===== src/rtl/memory_stage_mc.sv =====
// Memory stage for a multi-cycle memory port.
// Drives one request per load/store, holds it stable while the memory
// inserts wait states, aborts after TIMEOUT wait cycles, and registers the
// M->W pipeline boundary. Misaligned accesses and timeouts are reported
// as a one-cycle ErrW with the write-back suppressed.
module memory_stage_mc #(
    parameter int DW      = 32,
    parameter int RW      = 5,
    parameter int TIMEOUT = 16
) (
    input  logic                clk,
    input  logic                rst,
    // M-stage pipeline inputs
    input  logic                RegWriteM,
    input  logic                MemtoRegM,
    input  logic                MemReadM,
    input  logic                MemWriteM,
    input  logic                BranchM,
    input  logic                ZeroM,
    input  logic [1:0]          MemSizeM,
    input  logic                MemUnsignedM,
    input  logic [DW-1:0]       ALUOutM,
    input  logic [DW-1:0]       WriteDataM,
    input  logic [RW-1:0]       WriteRegM,
    // memory side
    output logic                mem_req,
    output logic                mem_we,
    output logic [DW-1:0]       mem_addr,
    output logic [DW-1:0]       mem_wdata,
    output logic [DW/8-1:0]     mem_be,
    input  logic [DW-1:0]       mem_rdata,
    input  logic                mem_ready,
    // hazard / write-back
    output logic                StallM,
    output logic                PCSrcM,
    output logic                RegWriteW,
    output logic                MemtoRegW,
    output logic                ErrW,
    output logic [DW-1:0]       ALUOutW,
    output logic [DW-1:0]       ReadDataW,
    output logic [RW-1:0]       WriteRegW
);

    localparam int NB = DW / 8;
    localparam int OW = $clog2(NB);
    localparam logic [7:0] TO = 8'(TIMEOUT);

    typedef enum logic {IDLE, WAIT} state_t;

    state_t          state, stateNext;
    logic [7:0]      waitCnt;

    // Request captured on entry to WAIT so the bus stays stable even if
    // upstream values wiggle.
    logic            weR;
    logic [DW-1:0]   addrR;
    logic [DW-1:0]   wdataR;
    logic [NB-1:0]   beR;
    logic [1:0]      sizeR;
    logic            unsR;

    // Decode of the current M-stage instruction
    logic            accessM, isStoreM, isLoadM;
    logic            sizeHalf, sizeWord, misalignM, alignedM;
    logic [OW-1:0]   offM;
    logic [NB-1:0]   beM;
    logic [DW-1:0]   wdataM;

    // Effective request (live in IDLE, captured in WAIT)
    logic            inIdle, inWait;
    logic            weE, unsE, isLoadE;
    logic [1:0]      sizeE;
    logic [DW-1:0]   addrE;
    logic [OW-1:0]   offE;
    logic [DW-1:0]   rdShift, loadData, readDataM;

    logic            timeoutHit, accDone, errM;
    logic            unusedWdata;

    assign PCSrcM = BranchM & ZeroM;

    assign accessM   = MemReadM | MemWriteM;
    assign isStoreM  = MemWriteM;               // write wins when both set
    assign isLoadM   = MemReadM & ~MemWriteM;
    assign sizeHalf  = (MemSizeM == 2'b01);
    assign sizeWord  = MemSizeM[1];             // 10 and reserved 11
    assign misalignM = accessM & ((sizeHalf & ALUOutM[0]) |
                                  (sizeWord & (ALUOutM[1:0] != 2'b00)));
    assign alignedM  = accessM & ~misalignM;
    assign offM      = ALUOutM[OW-1:0];

    // Byte enables and lane-replicated store data for the live request
    always_comb begin
        beM    = '0;
        wdataM = '0;
        if (sizeWord) begin
            beM    = NB'(4'hF) << offM;
            wdataM = {(NB/4){WriteDataM[31:0]}};
        end else if (sizeHalf) begin
            beM    = NB'(2'h3) << offM;
            wdataM = {(NB/2){WriteDataM[15:0]}};
        end else begin
            beM    = NB'(1'b1) << offM;
            wdataM = {NB{WriteDataM[7:0]}};
        end
    end

    // Only the low word of WriteDataM can ever be stored.
    assign unusedWdata = ^WriteDataM;

    assign inIdle = (state == IDLE);
    assign inWait = (state == WAIT);

    assign weE     = inWait ? weR   : isStoreM;
    assign addrE   = inWait ? addrR : ALUOutM;
    assign sizeE   = inWait ? sizeR : MemSizeM;
    assign unsE    = inWait ? unsR  : MemUnsignedM;
    assign isLoadE = inWait ? ~weR  : isLoadM;
    assign offE    = addrE[OW-1:0];

    assign mem_req   = rst & (inWait | (inIdle & alignedM));
    assign mem_we    = weE;
    assign mem_addr  = addrE;
    assign mem_wdata = inWait ? wdataR : wdataM;
    assign mem_be    = inWait ? beR    : beM;

    // Abort happens in the WAIT cycle where the counter has reached TIMEOUT
    // and the memory still has not answered; a late ready in that same
    // cycle still completes the access.
    assign timeoutHit = inWait & ~mem_ready & (waitCnt >= TO);
    assign accDone    = mem_ready & (inWait | (inIdle & alignedM));
    assign errM       = (inIdle & misalignM) | timeoutHit;

    assign StallM = rst & ((inIdle & alignedM & ~mem_ready) |
                           (inWait & ~mem_ready & (waitCnt < TO)));

    // Select the addressed byte/half/word and extend it to DW
    always_comb begin
        rdShift  = mem_rdata >> {offE, 3'b000};
        loadData = '0;
        if (sizeE[1])
            loadData = {{(DW-32){~unsE & rdShift[31]}}, rdShift[31:0]};
        else if (sizeE == 2'b01)
            loadData = {{(DW-16){~unsE & rdShift[15]}}, rdShift[15:0]};
        else
            loadData = {{(DW-8){~unsE & rdShift[7]}}, rdShift[7:0]};
    end

    assign readDataM = (accDone & isLoadE) ? loadData : '0;

    // Next-state logic for the request FSM
    always_comb begin
        stateNext = state;
        case (state)
            IDLE: if (alignedM & ~mem_ready) stateNext = WAIT;
            WAIT: if (mem_ready | timeoutHit) stateNext = IDLE;
            default: stateNext = IDLE;
        endcase
    end

    // State register and WAIT-cycle counter (cleared whenever idle)
    always_ff @(posedge clk or negedge rst) begin
        if (!rst) begin
            state   <= IDLE;
            waitCnt <= '0;
        end else begin
            state <= stateNext;
            if (inWait && waitCnt != 8'hFF)
                waitCnt <= waitCnt + 8'd1;
            else if (!inWait)
                waitCnt <= '0;
        end
    end

    // Capture the request on the IDLE->WAIT transition
    always_ff @(posedge clk or negedge rst) begin
        if (!rst) begin
            weR    <= 1'b0;
            addrR  <= '0;
            wdataR <= '0;
            beR    <= '0;
            sizeR  <= '0;
            unsR   <= 1'b0;
        end else if (inIdle && stateNext == WAIT) begin
            weR    <= isStoreM;
            addrR  <= ALUOutM;
            wdataR <= wdataM;
            beR    <= beM;
            sizeR  <= MemSizeM;
            unsR   <= MemUnsignedM;
        end
    end

    // M->W register: load when not stalled, insert a bubble while stalled
    always_ff @(posedge clk or negedge rst) begin
        if (!rst) begin
            RegWriteW <= 1'b0;
            MemtoRegW <= 1'b0;
            ErrW      <= 1'b0;
            ALUOutW   <= '0;
            ReadDataW <= '0;
            WriteRegW <= '0;
        end else if (!StallM) begin
            RegWriteW <= RegWriteM & ~errM;
            MemtoRegW <= MemtoRegM & ~errM;
            ErrW      <= errM;
            ALUOutW   <= ALUOutM;
            ReadDataW <= readDataM;
            WriteRegW <= WriteRegM;
        end else begin
            RegWriteW <= 1'b0;
            MemtoRegW <= 1'b0;
            ErrW      <= 1'b0;
        end
    end

endmodule

===== config.mk =====
export PLATFORM = sky130hd
export DESIGN_NAME = memory_stage_mc
export DESIGN_NICKNAME = d
export VERILOG_FILES = /design/src/rtl/memory_stage_mc.sv
export SDC_FILE = /design/constraint.sdc
export NUM_CORES = 1
export LEC_CHECK = 0
export BUFFER_PORTS_ARGS = -buffer_cell sky130_fd_sc_hd__buf_2
export CAP_MARGIN = 20
export CORE_UTILIZATION = 46
export DETAILED_ROUTE_END_ITERATION = 8
export PLACE_DENSITY = 0.77
export SLEW_MARGIN = 20
export SYNTH_ARGS = -nofsm -noshare
export SYNTH_HDL_FRONTEND = slang
export SYNTH_SLANG_ARGS = --single-unit

===== constraint.sdc =====
create_clock -name clk -period 2.15 [get_ports clk]
set_input_delay 0.3225 -clock clk [delete_from_list [all_inputs] [get_ports clk]]
set_output_delay 0.3225 -clock clk [all_outputs]
set_load 0.05 [all_outputs]

==> results.tsv <==
metric	value	unit
fraction of layout cells with a size suffix above 1	42.2	%
cell internal pwr	6.75	mW
warning count from the yosys run	0	
Iteration-0 DRC Markers	372	
post-synthesis cell count	770	
GP Congestion	0.861	
fin crit period	2.21	ns
setup TNS	-0.564	ns
Commonest cells post-synth	nand2_1 (225), dfrtp_1 (153), mux2_2 (73)	
CTS root buffer	clkbuf_16	
Final Cycle Share	103	%
Layout Area Growth over Synthesis	45.5	%
global-route wire length before repair	34.7	mm
clock share of power	27.5	%
Min Hold Slack	0.117	ns
max-slew violation count	0	
Cell Rows	47	
leakage	5.72	nW
setup ws final	-0.0573	ns
Initial DRT Pass Iterations	7	
Die Ht	132	um
Yosys top cell by area	dfrtp_1	
initial antenna violation count	1	
nets	1177	
unique cell type count in the Yosys netlist	54	
post-synthesis sequential area ratio	49.3	%
Hold EP	WriteRegW[1]	
CTS tree	yes	
GRT Residual Overflow	0	
Crit path max-delay family	compound AO/OA/AOI/OAI gates	
clock sink total	153	
Routed WL per cell	17.9	um
number of CTS-inserted buffers	17	
PortBufs	256	
Max Cap Violations	0	
area of the multi-input gates	3940	um^2
drc violations	0	
Logic pwr share	38.6	%
worst min-delay path category	in -> reg	
Crit path largest cell delay	0.57	ns
core area	16500	um^2
FILL cells	1204	
critical path type	reg -> reg	
hold path start	WriteRegM[1]	
Worst EP arrival	2.55	ns
Post-synth EDFFs	0	
violated checks	setup timing	
status	finished, violations left	
post-detail-place hpwl	14.9	mm
Ports	257	
hold path depth	2	
max-slew headroom at the worst pin	44.5	%
Final Hold Viols	0	
Yosys top cell area share	49.3	%
maximum clock rate	0.453	GHz
ys async rst share	100	%
maximum buffer depth of the clock tree	2	
Yosys reg bits	153	
Net Count, Synth	885	
Sw Share	37.1	%
Register Area	3830	um^2
startpoint class of the critical path	register	
vias per inst	5.39	
H-tree lvl count	4	
r2r worst-path depth	6	
Mapped Area	7760	um^2
antenna viol nets, final	0	
sequential power share	33.9	%
synthesized area per cell	10.1	um^2
GRT Total Usage	25.3	%
Starting Density	47.0	%
largest cells by area after synthesis	dfrtp_1 (49%), nand2_1 (11%), mux2_2 (11%), mux2_1 (5.4%), mux2i_1 (4.9%)	
CP endpoint kind	register	
Clock Skew	0.00892	ns
Critical Path RT	2.50	ns
Critical Path Fanout Max	8	
RSZ-0062 raised after global routing	yes	
R2R Path Start	inWait	
vias in the first global route	6661	
clock slew at reported path FFs	0.06	ns
IR drop worst, VDD	559	uV
final setup vio count	24	
count leader, synth	nand2_1	
worst-path cell with the longest stage delay	dfrtp_4	
Final Routed Wirelength	23.2	mm
pin count of the biggest net entering global routing	91	
commonest register cell after synthesis	dfrtp_1	
power per cell area	950	nW/um^2
worst-skew pair later-pin latency	0.42	ns
die area	17400	um^2
worst path buffer plus inverter count	2	
r2r setup slk	-0.06	ns
Post-Place Cells	1239	
worst-path cell chain	buf_6, mux2_4, a211o_1, a2111oi_4, buf_4, a22o_1	
DR vias	6990	
Reg-to-Reg End	ReadDataW[19]	
Worst Tran Pin Value	0.832	ns
switching power	3.99	mW
DIE WIDTH	132	um
Final Non-Filler Cells	1296	
-- power by group through the flow --
stage	logic [mW]	clock network, mW	registers [mW]
final	4.15	2.95	3.64
after global routing	4.37	3.13	3.70
after CTS	3.64	3.00	3.62
after detailed placement	3.39	0	3.66
after global placement	3.33	0	3.64
after floorplan	2.06	0	4.06
-- cell type report --
cell class / instances / area share [%]
inverters: 8 / 0.366
flip-flops and latches: 153 / 33.9
multi-input cells: 559 / 34.9
clock inverters: 7 / 0.820
diodes: 2 / 0.0443
clock buffers: 24 / 4.26
repair buffers: 323 / 23.3
well taps: 220 / 2.44
-- per-layer routing --
| layer | GRT usage, % | routed length [um] | up-vias |
|---|---|---|---|
| met5 | 0 | 0 | - |
| met4 | 8.72 | 505 | 0 |
| met3 | 6.50 | 1500 | 34 |
| met2 | 41.5 | 11300 | 284 |
| met1 | 32.5 | 9820 | 3432 |
| li1 | - | - | 3240 |
-- placed cells by master, fill, tap and decap left out, types with 13 or more instances in the layout --
cell	n
mux2_2	44
dfrtp_1	152
a21oi_1	13
buf_6	33
mux2i_1	37
a22o_1	31
nand2_1	223
clkbuf_16	25
nor2_1	23
mux2_4	29
buf_4	47
buf_2	191
mux2_1	37
o21ai_0	33
buf_8	29
-- how the worst max path moves through the flow --
| stage | from | endpoint | slack [ns] | cells after the start |
|---|---|---|---|---|
| 3_3_place_gp | ALUOutM[0] | ALUOutW[16] | -0.03 | 7 |
| 4_1_cts | waitCnt[7] | StallM | -0.05 | 4 |
| 3_5_place_dp | ALUOutM[0] | ALUOutW[16] | -0.09 | 7 |
| 5_1_grt | waitCnt[7] | StallM | -0.11 | 4 |
| 6_report | inWait | ReadDataW[19] | -0.06 | 6 |
| 2_1_floorplan | inWait | mem_wdata[24] | -0.11 | 6 |
-- state kept, by name, indices dropped and copies added (netlist names), 2 cells and up --
register and flops:
ALUOutW 32, ReadDataW 32, WriteRegW 5, addrR 32, beR 4, sizeR 2, waitCnt 8, wdataR 32
-- stage by stage --
stage | utilization [%] | worst slack [ns] | total power, mW | instance area [um^2]
6_report | 68.4 | -0.0573 | 10.7 | 11300
5_1_grt | 68.3 | -0.112 | 11.2 | 11300
4_1_cts | 63.6 | -0.0505 | 10.3 | 10500
3_5_place_dp | 57.8 | -0.0895 | 7.05 | 9550
3_3_place_gp | 57.8 | -0.0335 | 6.97 | 9550
2_1_floorplan | - | -0.113 | 6.12 | 7800
-- cell families (layout without fill, tap and decap cells) --
group,count (synthesis),after routing,share of synthesized area [%]
and+or+nand+nor,284,284,14.9
muxes,148,148,20.9
AOI/OAI and AO/OA,120,120,10.7
xor gates and xnor gates,5,5,0.564
DFF,153,153,49.3
other,0,2,0
buffers and inverters,58,362,3.30
adders and majority gates,2,2,0.322
-- what timing repair did --
action,4_1_cts,5_1_grt
cloned,3,9
pin swaps,2,9
endpoints found under the setup margin,73,92
hold buffers,2,0
endpoints found under the hold margin,16,0
gates resized for setup,83,164
setup buffers,4,6
Power figures use the tool's default switching activity.
